File: src/rtl/lmac_pkg.sv
// lmac_pkg: shared widths and FSM state type for the LMAC register reader
package lmac_pkg;
  localparam int ADDR_W = 16;
  localparam int DATA_W = 32;
  localparam int CNT_W = 16;
  typedef enum logic [2:0] {S_IDLE, S_ISSUE, S_WAIT, S_RESP, S_GUARD} state_t;
endpackage

File: src/rtl/lmac_sat_cnt.sv
// lmac_sat_cnt: saturating up-counter with synchronous clear
module lmac_sat_cnt
  import lmac_pkg::*;
#(
  parameter int W = CNT_W
) (
  input  logic         clk,
  input  logic         rst_n,
  input  logic         clr,
  input  logic         inc,
  output logic [W-1:0] cnt
);
  always_ff @(posedge clk)
    if (!rst_n || clr) cnt <= '0;
    else if (inc && cnt != '1) cnt <= cnt + 1'b1;
endmodule

File: src/rtl/lmac_reg_reader.sv
// lmac_reg_reader: single-outstanding host read bridge to the MAC register port with timeout, guard window and event counters
module lmac_reg_reader
  import lmac_pkg::*;
#(
  parameter int TIMEOUT_CYC = 255,
  parameter int GUARD_CYC   = 16
) (
  input  logic              clk,
  input  logic              rst_n,
  input  logic              req_valid,
  input  logic [ADDR_W-1:0] req_addr,
  output logic              req_ready,
  output logic              resp_valid,
  output logic [DATA_W-1:0] resp_data,
  output logic              resp_err,
  input  logic              resp_ready,
  output logic [ADDR_W-1:0] host_addr_reg,
  output logic              reg_rd_start,
  input  logic              reg_rd_done_out,
  input  logic [DATA_W-1:0] FMAC_REGDOUT,
  output logic [CNT_W-1:0]  timeout_cnt,
  output logic [CNT_W-1:0]  stray_cnt
);
  localparam logic [CNT_W-1:0] TMO_LAST = CNT_W'(TIMEOUT_CYC - 1);
  localparam logic [CNT_W-1:0] GRD_LAST = CNT_W'(GUARD_CYC - 1);
  state_t state;
  logic [CNT_W-1:0] timer;
  logic tmo_inc, stray_inc;
  assign req_ready = state == S_IDLE;
  assign tmo_inc   = state == S_WAIT && !reg_rd_done_out && timer == TMO_LAST;
  assign stray_inc = reg_rd_done_out && state != S_WAIT;
  always_ff @(posedge clk)
    if (!rst_n) begin
      state         <= S_IDLE;
      timer         <= '0;
      reg_rd_start  <= 1'b0;
      host_addr_reg <= '0;
      resp_valid    <= 1'b0;
      resp_data     <= '0;
      resp_err      <= 1'b0;
    end else
      case (state)
        S_IDLE:
          if (req_valid) begin
            host_addr_reg <= req_addr;
            reg_rd_start  <= 1'b1;
            state         <= S_ISSUE;
          end
        S_ISSUE: begin
          reg_rd_start <= 1'b0;
          timer        <= '0;
          state        <= S_WAIT;
        end
        S_WAIT:
          if (reg_rd_done_out) begin
            resp_data  <= FMAC_REGDOUT;
            resp_err   <= 1'b0;
            resp_valid <= 1'b1;
            state      <= S_RESP;
          end else if (timer == TMO_LAST) begin
            resp_data <= '0;
            resp_err  <= 1'b1;
            timer     <= '0;
            state     <= S_GUARD;
          end else timer <= timer + 1'b1;
        S_GUARD:
          if (timer == GRD_LAST) begin
            resp_valid <= 1'b1;
            state      <= S_RESP;
          end else timer <= timer + 1'b1;
        S_RESP:
          if (resp_ready) begin
            resp_valid <= 1'b0;
            state      <= S_IDLE;
          end
        default: state <= S_IDLE;
      endcase
  lmac_sat_cnt u_tmo_cnt (
    .clk  (clk),
    .rst_n(rst_n),
    .clr  (1'b0),
    .inc  (tmo_inc),
    .cnt  (timeout_cnt)
  );
  lmac_sat_cnt u_stray_cnt (
    .clk  (clk),
    .rst_n(rst_n),
    .clr  (1'b0),
    .inc  (stray_inc),
    .cnt  (stray_cnt)
  );
endmodule

File: config.mk
export PLATFORM = sky130hd
export DESIGN_NAME = lmac_reg_reader
export DESIGN_NICKNAME = d
export VERILOG_FILES = /design/src/rtl/lmac_pkg.sv /design/src/rtl/lmac_sat_cnt.sv /design/src/rtl/lmac_reg_reader.sv
export SDC_FILE = /design/constraint.sdc
export NUM_CORES = 1
export LEC_CHECK = 0
export CORE_MARGIN = 2
export CORE_UTILIZATION = 42
export DETAILED_ROUTE_END_ITERATION = 6
export PLACE_DENSITY_LB_ADDON = 0.05
export REMOVE_ABC_BUFFERS = 1
export SYNTH_ARGS = -nofsm -noshare
export SYNTH_HDL_FRONTEND = slang
export SYNTH_SLANG_ARGS = --single-unit
File: constraint.sdc
create_clock -name clk -period 2.21 [get_ports clk]
set_input_delay 0.442 -clock clk [delete_from_list [all_inputs] [get_ports clk]]
set_output_delay 0.442 -clock clk [all_outputs]
set_load 0.02 [all_outputs]
==> results of run 1 <==
## power by group through the flow
stage / registers [W] / logic (W) / clock network, W
global placement: 0.00197 / 0.000521 / 0
detailed placement: 0.00197 / 0.000528 / 0
floorplan: 0.00203 / 0.000168 / 0
finish: 0.00193 / 0.000529 / 0.00122
global route: 0.00194 / 0.000576 / 0.00135
CTS: 0.00193 / 0.000532 / 0.00126
## Yosys cell counts, drive strengths merged (2+ instances only)
library cell,instances,share of area
or4,5,0.010
a211oi,9,0.015
o211ai,2,0.0045
inv,6,0.0051
o21ai,15,0.017
and3,4,0.0057
nor4b,2,0.0074
nor2,37,0.032
mux2i,5,0.011
or3,7,0.0099
xnor2,28,0.056
ha,4,0.011
nand3,27,0.034
nor4,9,0.020
dfxtp,102,0.46
nor2b,4,0.0057
clkbuf,21,0.018
buf,5,0.0054
a21oi,34,0.039
nand2,60,0.051
nor3,16,0.018
nor3b,2,0.0034
o21a,2,0.0034
or3b,3,0.0060
and2,5,0.0071
and4,6,0.012
nand2b,11,0.016
a22o,32,0.064
nand4,14,0.020
a2111oi,2,0.0082
o311ai,2,0.0040
## per-stage QoR
step | worst slack, ps | instances
6_report | 71.7 | 786
5_1_grt | 0.0315 | 786
4_1_cts | 7.27 | 784
3_5_place_dp | -415 | 768
3_3_place_gp | -413 | 768
2_1_floorplan | -182 | 464
## worst max-delay path: stages (launching register included)
cell and delay, ps:
dfxtp_2 420, or3b_1 490, nor4_2 360, nand3_1 260, or3_1 410, a21oi_1 130
## how the worst min path moves through the flow
stage                                        start                              to  slack, ps  depth (start not counted)
detailed placement   host_addr_reg[9]$_SDFFE_PN0P_   host_addr_reg[9]$_SDFFE_PN0P_        450                          2
CTS                  host_addr_reg[9]$_SDFFE_PN0P_   host_addr_reg[9]$_SDFFE_PN0P_        460                          2
global route         host_addr_reg[1]$_SDFFE_PN0P_   host_addr_reg[1]$_SDFFE_PN0P_        490                          2
global placement    host_addr_reg[15]$_SDFFE_PN0P_  host_addr_reg[15]$_SDFFE_PN0P_        440                          2
finish               host_addr_reg[7]$_SDFFE_PN0P_   host_addr_reg[7]$_SDFFE_PN0P_        450                          2
floorplan                   timer[15]$_SDFFE_PN0P_          timer[15]$_SDFFE_PN0P_        490                          2
## per-layer routing
metal,vias up,part of all wire,track usage
li1,2073,-,-
met1,1885,0.45,0.254
met2,149,0.45,0.327
met3,9,0.087,0.0650
met4,0,0.015,0.0620
met5,-,0,0
## repair_timing
item / in CTS / in global routing
gates resized for setup: 4 / 7
setup endpoints to repair: 39 / 10
pin swaps: 0 / 4
setup buffers: 0 / 2
## cells by family after synthesis
kind of cell / share of synthesized area
AO/OA/AOI/OAI: 0.165
XOR/XNOR: 0.0577
adder cells (fa/ha/maj): 0.0114
buffers and inverters: 0.0284
flip-flops: 0.464
multiplexers: 0.0114
AND/OR/NAND/NOR: 0.263
## area by class of cell
class,count,area share
timing repair buffer,170,0.257
sequential,102,0.322
multi-input combinational,356,0.357
clock buffer,11,0.0239
inverter,6,0.00355
tap,136,0.0268
clock inverter,5,0.00907
==> qor.json, run 1 <==
{
  "netlist_area_mm2": 0.00440,
  "ant_nets": 0,
  "seq_area_frac_synth": 0.464,
  "layout.cells.most_common_list": "135 x clkdlybuf4s50_1, 99 x dfxtp_1, 60 x nand2_1",
  "largest_register_ff_count": 32,
  "numPortBuffers": 136,
  "share_seq_of_total_power": 0.525,
  "worst_r2r_path_depth": 5,
  "rsz_0062_raised_after_global_routing": "no",
  "worstSetupPathType": "register to register",
  "cts.sink_count": 102,
  "number_of_enable_type_register_cells_in_the_synthesized_netlist": 0,
  "chipWidth_um": 106,
  "hold-worst-slack_ps": 454,
  "filler_cell_count": 887,
  "cell_area_placed_mm2": 0.00609,
  "vias": 4116,
  "htreeDepth": 3,
  "worst_pin_slew_ps": 778,
  "share_of_synthesized_registers_carrying_an_async_set_or_reset": 0,
  "maxCapViolCount": 0,
  "globalRouteOverflowTotal": 0,
  "post-route-util": 0.620,
  "die-area_mm2": 0.0113,
  "yosys_most_used_dff": "dfxtp_1",
  "share_clk_of_total_power": 0.332,
  "critical_path.reg2reg.startpoint": "state[1]$_SDFFE_PN0P_",
  "die-height_um": 106,
  "route.detailed.vias_per_inst": 5.24,
  "fin_total_pwr_w": 0.00368,
  "cts_made_buffers": 9,
  "final-setup-viol-count": 0,
  "clk_transition_reported_paths_ps": 100,
  "leakagePower_nw": 2.18,
  "drtIter0Drc": 173,
  "start_util": 0.430,
  "number_of_detailed_route_iterations_in_the_first_pass": 4,
  "syn2layout_area_growth_pct": 44.2,
  "wire_length_of_the_first_global_routing_pass_um": 18500,
  "cts_root_buffer": "clkbuf_8",
  "worst_hold_path_type": "register to register",
  "cp_data_arrival_time_ps": 2440,
  "syn-instance-count": 490,
  "timing.fmax_mhz": 468,
  "antenna_found_initial": 0,
  "drive_gt1_frac": 0.109,
  "fin_tns_setup_ps": 0,
  "timing.critical_path.required_ps": 2510,
  "most_common_cell_after_layout_fill_and_taps_aside": "clkdlybuf4s50_1",
  "worstSetupEndpoint": "u_tmo_cnt.cnt[4]$_SDFFE_PN0P_",
  "hold_buffers": 0,
  "power-per-cell-area_mw_per_mm2": 580,
  "post_synth.cell_area_avg_um2": 8.98,
  "rr_endpoint": "u_tmo_cnt.cnt[4]$_SDFFE_PN0P_",
  "p_int_w": 0.00274,
  "report.final.slew_viol_count": 0,
  "place_hpwl_um": 7860,
  "drc_errors": 0,
  "cts_buffer_depth": 2,
  "timing.critical_path.fanout_max": 9,
  "antenna_cells_inserted": 0,
  "grt_max_degree": 41,
  "status": "finished, final reports clean",
  "cts_tree": "built",
  "vdd.ir_drop.worst_uv": 301,
  "gp_congestion": 0.833,
  "groute.usage.overall": 0.201,
  "final_area_mm2": 0.00635,
  "power.switching_fraction": 0.254,
  "ys_types": 48,
  "wire_length_per_cell_um": 14.1,
  "finalHoldViolations": 0,
  "synth_seq_cells": 102,
  "clk_latency_ps": 370,
  "io-pin-count": 137,
  "core.rowCount": 37,
  "routed_wl_um": 11100,
  "layout_worst_path_cycle_share": 0.968,
  "setup.reg_to_reg.worst_slack_ps": 70,
  "timing.critical_path.to_type": "register",
  "core_area_mm2": 0.0102,
  "power.switching_w": 0.000933,
  "layout.area.seq_mm2": 0.00205,
  "ys_warns": 0,
  "timing.slew.headroom": 0.478,
  "finalWorstPathRequiredPeriod_ps": 2140,
  "critical_path.startpoint": "state[1]$_SDFFE_PN0P_",
  "comb_power_share": 0.144,
  "skew_ps": 9.91,
  "grt_pass1_vias": 3953,
  "setup.worst_path.start_class": "register",
  "most_flops_register": "resp_data",
  "nNetsFinal": 702,
  "area_used_by_multi_input_combinational_logic_mm2": 0.00227
}
No activity file was read; power rests on OpenSTA's default activity.
==> run 2, diff against run 1 <==
Settings changed: CTS_CLUSTER_DIAMETER set to 150.
==> results of run 2 <==
No change in the layout: final DEF, timing and power equal those of run 1.
==> RTL change 1: new RTL, flow settings as in run 1 <==
Change the package constant `CNT_W` from 16 to 32.
--- a/src/rtl/lmac_pkg.sv
+++ b/src/rtl/lmac_pkg.sv
@@ -2,7 +2,7 @@
 package lmac_pkg;
   localparam int ADDR_W = 16;
   localparam int DATA_W = 32;
-  localparam int CNT_W = 16;
+  localparam int CNT_W = 32;
   typedef enum logic [2:0] {S_IDLE, S_ISSUE, S_WAIT, S_RESP, S_GUARD} state_t;
 endpackage
 
Ports: changed (resized stray_cnt and timeout_cnt); port bits go from 137 to 169. No check against the original RTL was run, so the function may have changed too.
==> RTL change 1 against run 1 <==
- combinational power increased by 9.6%
- largest power group is now the clock network
- largest cell class unchanged
- sequential cell count increased by 48
- final area is 57% higher
- setup slack improved by 16 ps
- area after synthesis increased by 50%
- routed wire length grew 65%
- critical path type unchanged
- power increased by 70%
- critical endpoint is now u_tmo_cnt.cnt[30]
- non-clock buffer count up 102
==> RTL change 1: results (changes against run 1) <==
* GP Congestion at 0.8817 (+5.9%)
* Routed WL per cell at 14.65 um (+3.8%)
* Clk_lat worst skew at 420 ps (+50 ps)
* DRT Pass-1 Iters at 6 (+2)
* Worst Hold Class: flop to flop
* Final hold slack at 453.4 ps (-0.9670 ps)
* CP delay by family, top: simple AND/OR/NAND/NOR gates
* Synth area leaders: dfxtp_1, nor2_1, xor2_1
* Worst hold path depth at 2 (unchanged)
* Flop2flop setup slack at 90 ps (+20 ps)
* H-tree Lvls at 4 (+1)
* Worst path max stage delay at 340 ps (-150 ps)
* Static leakage at 3.693 nW (+69%)
* Cells on worst reg2reg path at 9 (+4)
* Worst-path clk slew at 60 ps (-40 ps)
* Crit-path slowest cell: dfxtp_2
* Hold path start: host_addr_reg[0]
* Reg2Reg Capture Point: u_tmo_cnt.cnt[30]
* Share of layout cells above drive strength 1 at 0.1583 (+0.04907)
* Status: finished, final reports clean
* Register area share after synthesis at 0.4538 (-0.01013)
* Synth cell types at 51 (+6.3%)
* Ys async rst share at 0 (unchanged)
* Initial antenna violation count at 0 (unchanged)
* Relative slew slack at 0.5261 (+0.04816)
* Number of diodes at 0 (unchanged)
* Num CTS Buffers at 17 (+8)
* Number of DRC markers in iteration 0 at 321 (+86%)
* Nets@finish at 1080 (+54%)
* Dpl cells at 1213 (+58%)
* Port bufs at 168 (+24%)
* Max VDD drop at 0.5022 mV (+67%)
* DR vias at 6401 (+56%)
* Yosys Warn Count at 0 (unchanged)
* Global-route wire length before repair at 29170 um (+57%)
* CTS Buffer Depth at 2 (unchanged)
* Worst Clk Skew at 8.013 ps (-1.899 ps)
* Synth cell count leaders: dfxtp_1, nor2_1, nand2_1
* Post-Syn Instances at 767 (+57%)
* Total track usage at 0.2162 (+0.01507)
* Largest net degree at the start of global routing at 33 (-20%)
* Worst r2r src: timer[31]
* Hold path endpoint: host_addr_reg[0]
* Clock Tree Root: clkbuf_16
* Fill cells at 1335 (+51%)
* CP arrival at 2440 ps (about the same)
* Vias in the first global route at 6106 (+54%)
* Crit path max fanout at 5 (-4)
* WL final at 18270 um (+65%)
* DPL Wire Length at 13200 um (+68%)
RTL change 1: cell types whose count changed after synthesis, sizes merged, moves of 17 or more:
cell / run 1 / this run
dfxtp: 102 / 150
nor2: 37 / 99
nand4: 14 / 31
xor2: 1 / 36
nand2: 60 / 79
nand3: 27 / 55
RTL change 1: report_power, final:
part	total (mW)	switching [mW]	leakage, nW	internal [mW]
logic	0.580	0.295	2.19	0.285
registers	2.79	0.0315	1.21	2.76
clock network	2.87	1.10	0.290	1.78
RTL change 1: routing by layer:
metal  share of wire  global-route usage  vias up  routed length [um]
met5               0                   0        -                   0
met4           0.016             0.06578        0                 297
met3           0.059             0.06317       23                1069
met2            0.47              0.3533      171                8543
met1            0.46              0.2776     2975                8357
li1                -                   -     3232                   -
RTL change 1: layout make-up:
type | count | share of cell area
timing repair buffer | 272 | 0.2524
clock inverter | 8 | 0.009656
tap | 211 | 0.02646
inverter | 11 | 0.004138
sequential | 150 | 0.3012
clock buffer | 24 | 0.04929
multi-input combinational | 571 | 0.3568
RTL change 1: worst max path at each step:
stage / start / to / slack (ps) / cells after the start
2_1_floorplan: rst_n / resp_data[0] / -1090 / 3
3_3_place_gp: reg_rd_done_out / timer[28] / -210 / 7
3_5_place_dp: reg_rd_done_out / resp_data[5] / -280 / 5
4_1_cts: timer[27] / u_tmo_cnt.cnt[30] / -40 / 9
5_1_grt: timer[31] / u_tmo_cnt.cnt[30] / -30 / 9
6_report: timer[31] / u_tmo_cnt.cnt[30] / 90 / 9
RTL change 1: cells by family (layout without fill, tap and decap cells):
group / after synthesis / after routing / synth area share
flops: 150 / 150 / 0.4538
buf+inv: 46 / 315 / 0.02836
simple gates: 384 / 384 / 0.2972
mux: 8 / 8 / 0.01210
compound gates: 107 / 107 / 0.1110
xor+xnor: 68 / 68 / 0.09000
fa+ha+maj: 4 / 4 / 0.007563
RTL change 1: metrics by stage:
stage	power [mW]	area (um2)	setup WS (ps)
finish	6.247	9977	87.67
global placement	3.420	9246	-207.3
detailed placement	3.432	9246	-277.0
floorplan	3.096	6471	-1092
CTS	6.305	9856	-38.04
global route	6.495	9977	-25.91
RTL change 1: timing repair:
item                       CTS  global route
setup endpoints to repair   39            88
setup buffers                1             1
gates resized for setup      4            19
pin swaps                    3             5
RTL change 1: worst reg2reg max path: stages, from the launching register on:
cell,delay (ps)
dfxtp_2,340
nor4_4,340
nand4_4,210
buf_6,180
nor4_4,230
buf_4,160
nor3b_2,140
buf_4,160
nand4_1,120
mux2i_1,140
==> RTL change 2: new RTL, settings of run 1 <==
Without the edit above. Register the output `timeout_cnt`, cleared by the reset; this adds one clock of latency there. The other outputs are not delayed to match.
--- a/src/rtl/lmac_reg_reader.sv
+++ b/src/rtl/lmac_reg_reader.sv
@@ -23,6 +23,8 @@
 );
   localparam logic [CNT_W-1:0] TMO_LAST = CNT_W'(TIMEOUT_CYC - 1);
   localparam logic [CNT_W-1:0] GRD_LAST = CNT_W'(GUARD_CYC - 1);
+
+  logic [CNT_W-1:0] timeout_cnt_d;
   state_t state;
   logic [CNT_W-1:0] timer;
   logic tmo_inc, stray_inc;
@@ -80,7 +82,7 @@
     .rst_n(rst_n),
     .clr  (1'b0),
     .inc  (tmo_inc),
-    .cnt  (timeout_cnt)
+    .cnt  (timeout_cnt_d)
   );
   lmac_sat_cnt u_stray_cnt (
     .clk  (clk),
@@ -89,5 +91,13 @@
     .inc  (stray_inc),
     .cnt  (stray_cnt)
   );
+  always_ff @(posedge clk) begin
+      if (!rst_n) begin
+          timeout_cnt <= '0;
+      end else begin
+          timeout_cnt <= timeout_cnt_d;
+      end
+  end
+
 endmodule
 
Check against the original RTL: same outputs for any inputs over 10 cycles, from zero or initial values and one cycle with rst_n low; that may be too few to reach the edited logic, so the function may still have changed.
==> RTL change 2 against run 1 <==
- sequential cell count is 16 higher
- first-iteration DRC count increased by 55%
- global-route usage increased by 0.65 points
- setup slack got worse by 48 ps
- clock power increased to 2.5 times the old value
- routed wire length rose by 11%
- sequential power rose by 15%
- final area is 15% higher
- area after synthesis increased by 7.6%
- power up 59%
- critical endpoint is now u_tmo_cnt.cnt[9]
- largest cell class is now sequential cells
==> RTL change 2: results (changes against run 1) <==
* DPL Wire Length at 8670 um (+10%)
* Number of DRC markers in iteration 0 at 268 (+55%)
* Worst hold path depth at 2 (unchanged)
* GP Congestion at 0.8280 (-0.56%)
* Reg2Reg Capture Point: u_tmo_cnt.cnt[9]
* Yosys Warn Count at 0 (unchanged)
* Fin. max-slew vios at 0 (unchanged)
* Clock Tree Root: clkbuf_16
* Crit path max fanout at 6 (-3)
* Share of layout cells above drive strength 1 at 0.1502 (+0.04098)
* Largest net degree at the start of global routing at 44 (+7.3%)
* Worst Clk Skew at 8.405 ps (-1.506 ps)
* Vias in the first global route at 4178 (+5.7%)
* Num CTS Buffers at 17 (+8)
* Clk_lat worst skew at 410 ps (+40 ps)
* Hold path start: host_addr_reg[15]
* Placed Area at 0.006545 mm2 (+7.5%)
* WL final at 12360 um (+11%)
* Worst-path clk slew at 50 ps (-50 ps)
* Flop2flop setup slack at 20 ps (-50 ps)
* Static leakage at 2.697 nW (+24%)
* Port bufs at 136 (unchanged)
* DRT Pass-1 Iters at 5 (+1)
* Hold path endpoint: host_addr_reg[15]
* Status: finished, final reports clean
* Max VDD drop at 0.4985 mV (+65%)
* Synth cell types at 49 (+2.1%)
* Total track usage at 0.2076 (+0.006493)
* Final hold slack at 455.8 ps (+1.445 ps)
* Number of diodes at 0 (unchanged)
* DR vias at 4443 (+7.9%)
* Global-route wire length before repair at 19720 um (+6.4%)
* H-tree Lvls at 4 (+1)
* Register area share after synthesis at 0.4988 (+0.03491)
* Worst r2r src: state[0]
* Synth area leaders: dfxtp_1, nor2_1, a22oi_1
* Synth cell count leaders: dfxtp_1, nor2_1, nand2_1
* Tightest Pin Transition at 554.7 ps (-223.8 ps)
* Nets@finish at 763 (+8.7%)
* CP arrival at 2520 ps (+80 ps)
==> RTL change 2: how the worst max path moves through the flow <==
stage | start | cells past startpoint | endpoint | slack, ps
after floorplan | rst_n | 4 | timer[1] | -460
after global placement | reg_rd_done_out | 5 | u_tmo_cnt.cnt[15] | -660
after global routing | state[0] | 4 | u_tmo_cnt.cnt[11] | -30
after detailed placement | reg_rd_done_out | 5 | u_tmo_cnt.cnt[15] | -690
after CTS | timer[0] | 8 | u_tmo_cnt.cnt[9] | 5
final | state[0] | 5 | u_tmo_cnt.cnt[9] | 20
==> RTL change 2: layout make-up <==
type                    instances  area (um2)
clock buffers                  20       446.7
multi-input cells             373        2277
repair buffers                186        1759
flip-flops and latches        118        2364
inverters                      10       37.54
fillers                       918        3651
clock inverters                12       225.2
well taps                     140       175.2
==> RTL change 2: cell families (layout without fill, tap and decap cells) <==
group,Yosys count,count (layout),share of synthesized area
flip-flops,118,118,0.4988
AND/OR/NAND/NOR,237,237,0.2518
AO/OA/AOI/OAI,93,93,0.1271
multiplexers,11,11,0.02589
XOR/XNOR,28,28,0.05178
adder cells (fa/ha/maj),4,4,0.01057
buffers and inverters,42,228,0.03408
==> RTL change 2: what timing repair did <==
action,4_1_cts,5_1_grt
endpoints found under the setup margin,10,9
pin swaps,5,2
setup buffers,1,0
gates resized for setup,6,9
==> RTL change 2: routing by layer <==
layer,track usage,vias to the layer above,part of all wire
met5,0,-,0
met1,0.2496,2079,0.42
met4,0.09107,0,0.015
met2,0.3532,120,0.51
met3,0.04938,16,0.058
li1,-,2228,-
==> RTL change 2: through the flow <==
step                utilization  setup slack [ps]  std cells
global placement         0.5985            -656.7        826
finish                   0.6661             23.81        859
floorplan                     -            -457.3        501
global route             0.6661            -34.76        859
CTS                      0.6620             5.398        859
detailed placement       0.5985            -688.0        826
==> RTL change 2: report_power, final <==
group	total (mW)	internal [mW]	switching, mW	leakage, nW
logic	0.522	0.258	0.264	1.42
clock network	3.10	2.14	0.958	0.316
registers	2.21	2.18	0.0288	0.955
==> RTL change 2: critical path: stages, from the launching register on <==
cell	delay (ps)
dfxtp_1	310
or4b_4	540
or4_4	630
buf_4	170
or3_1	350
a21oi_2	120
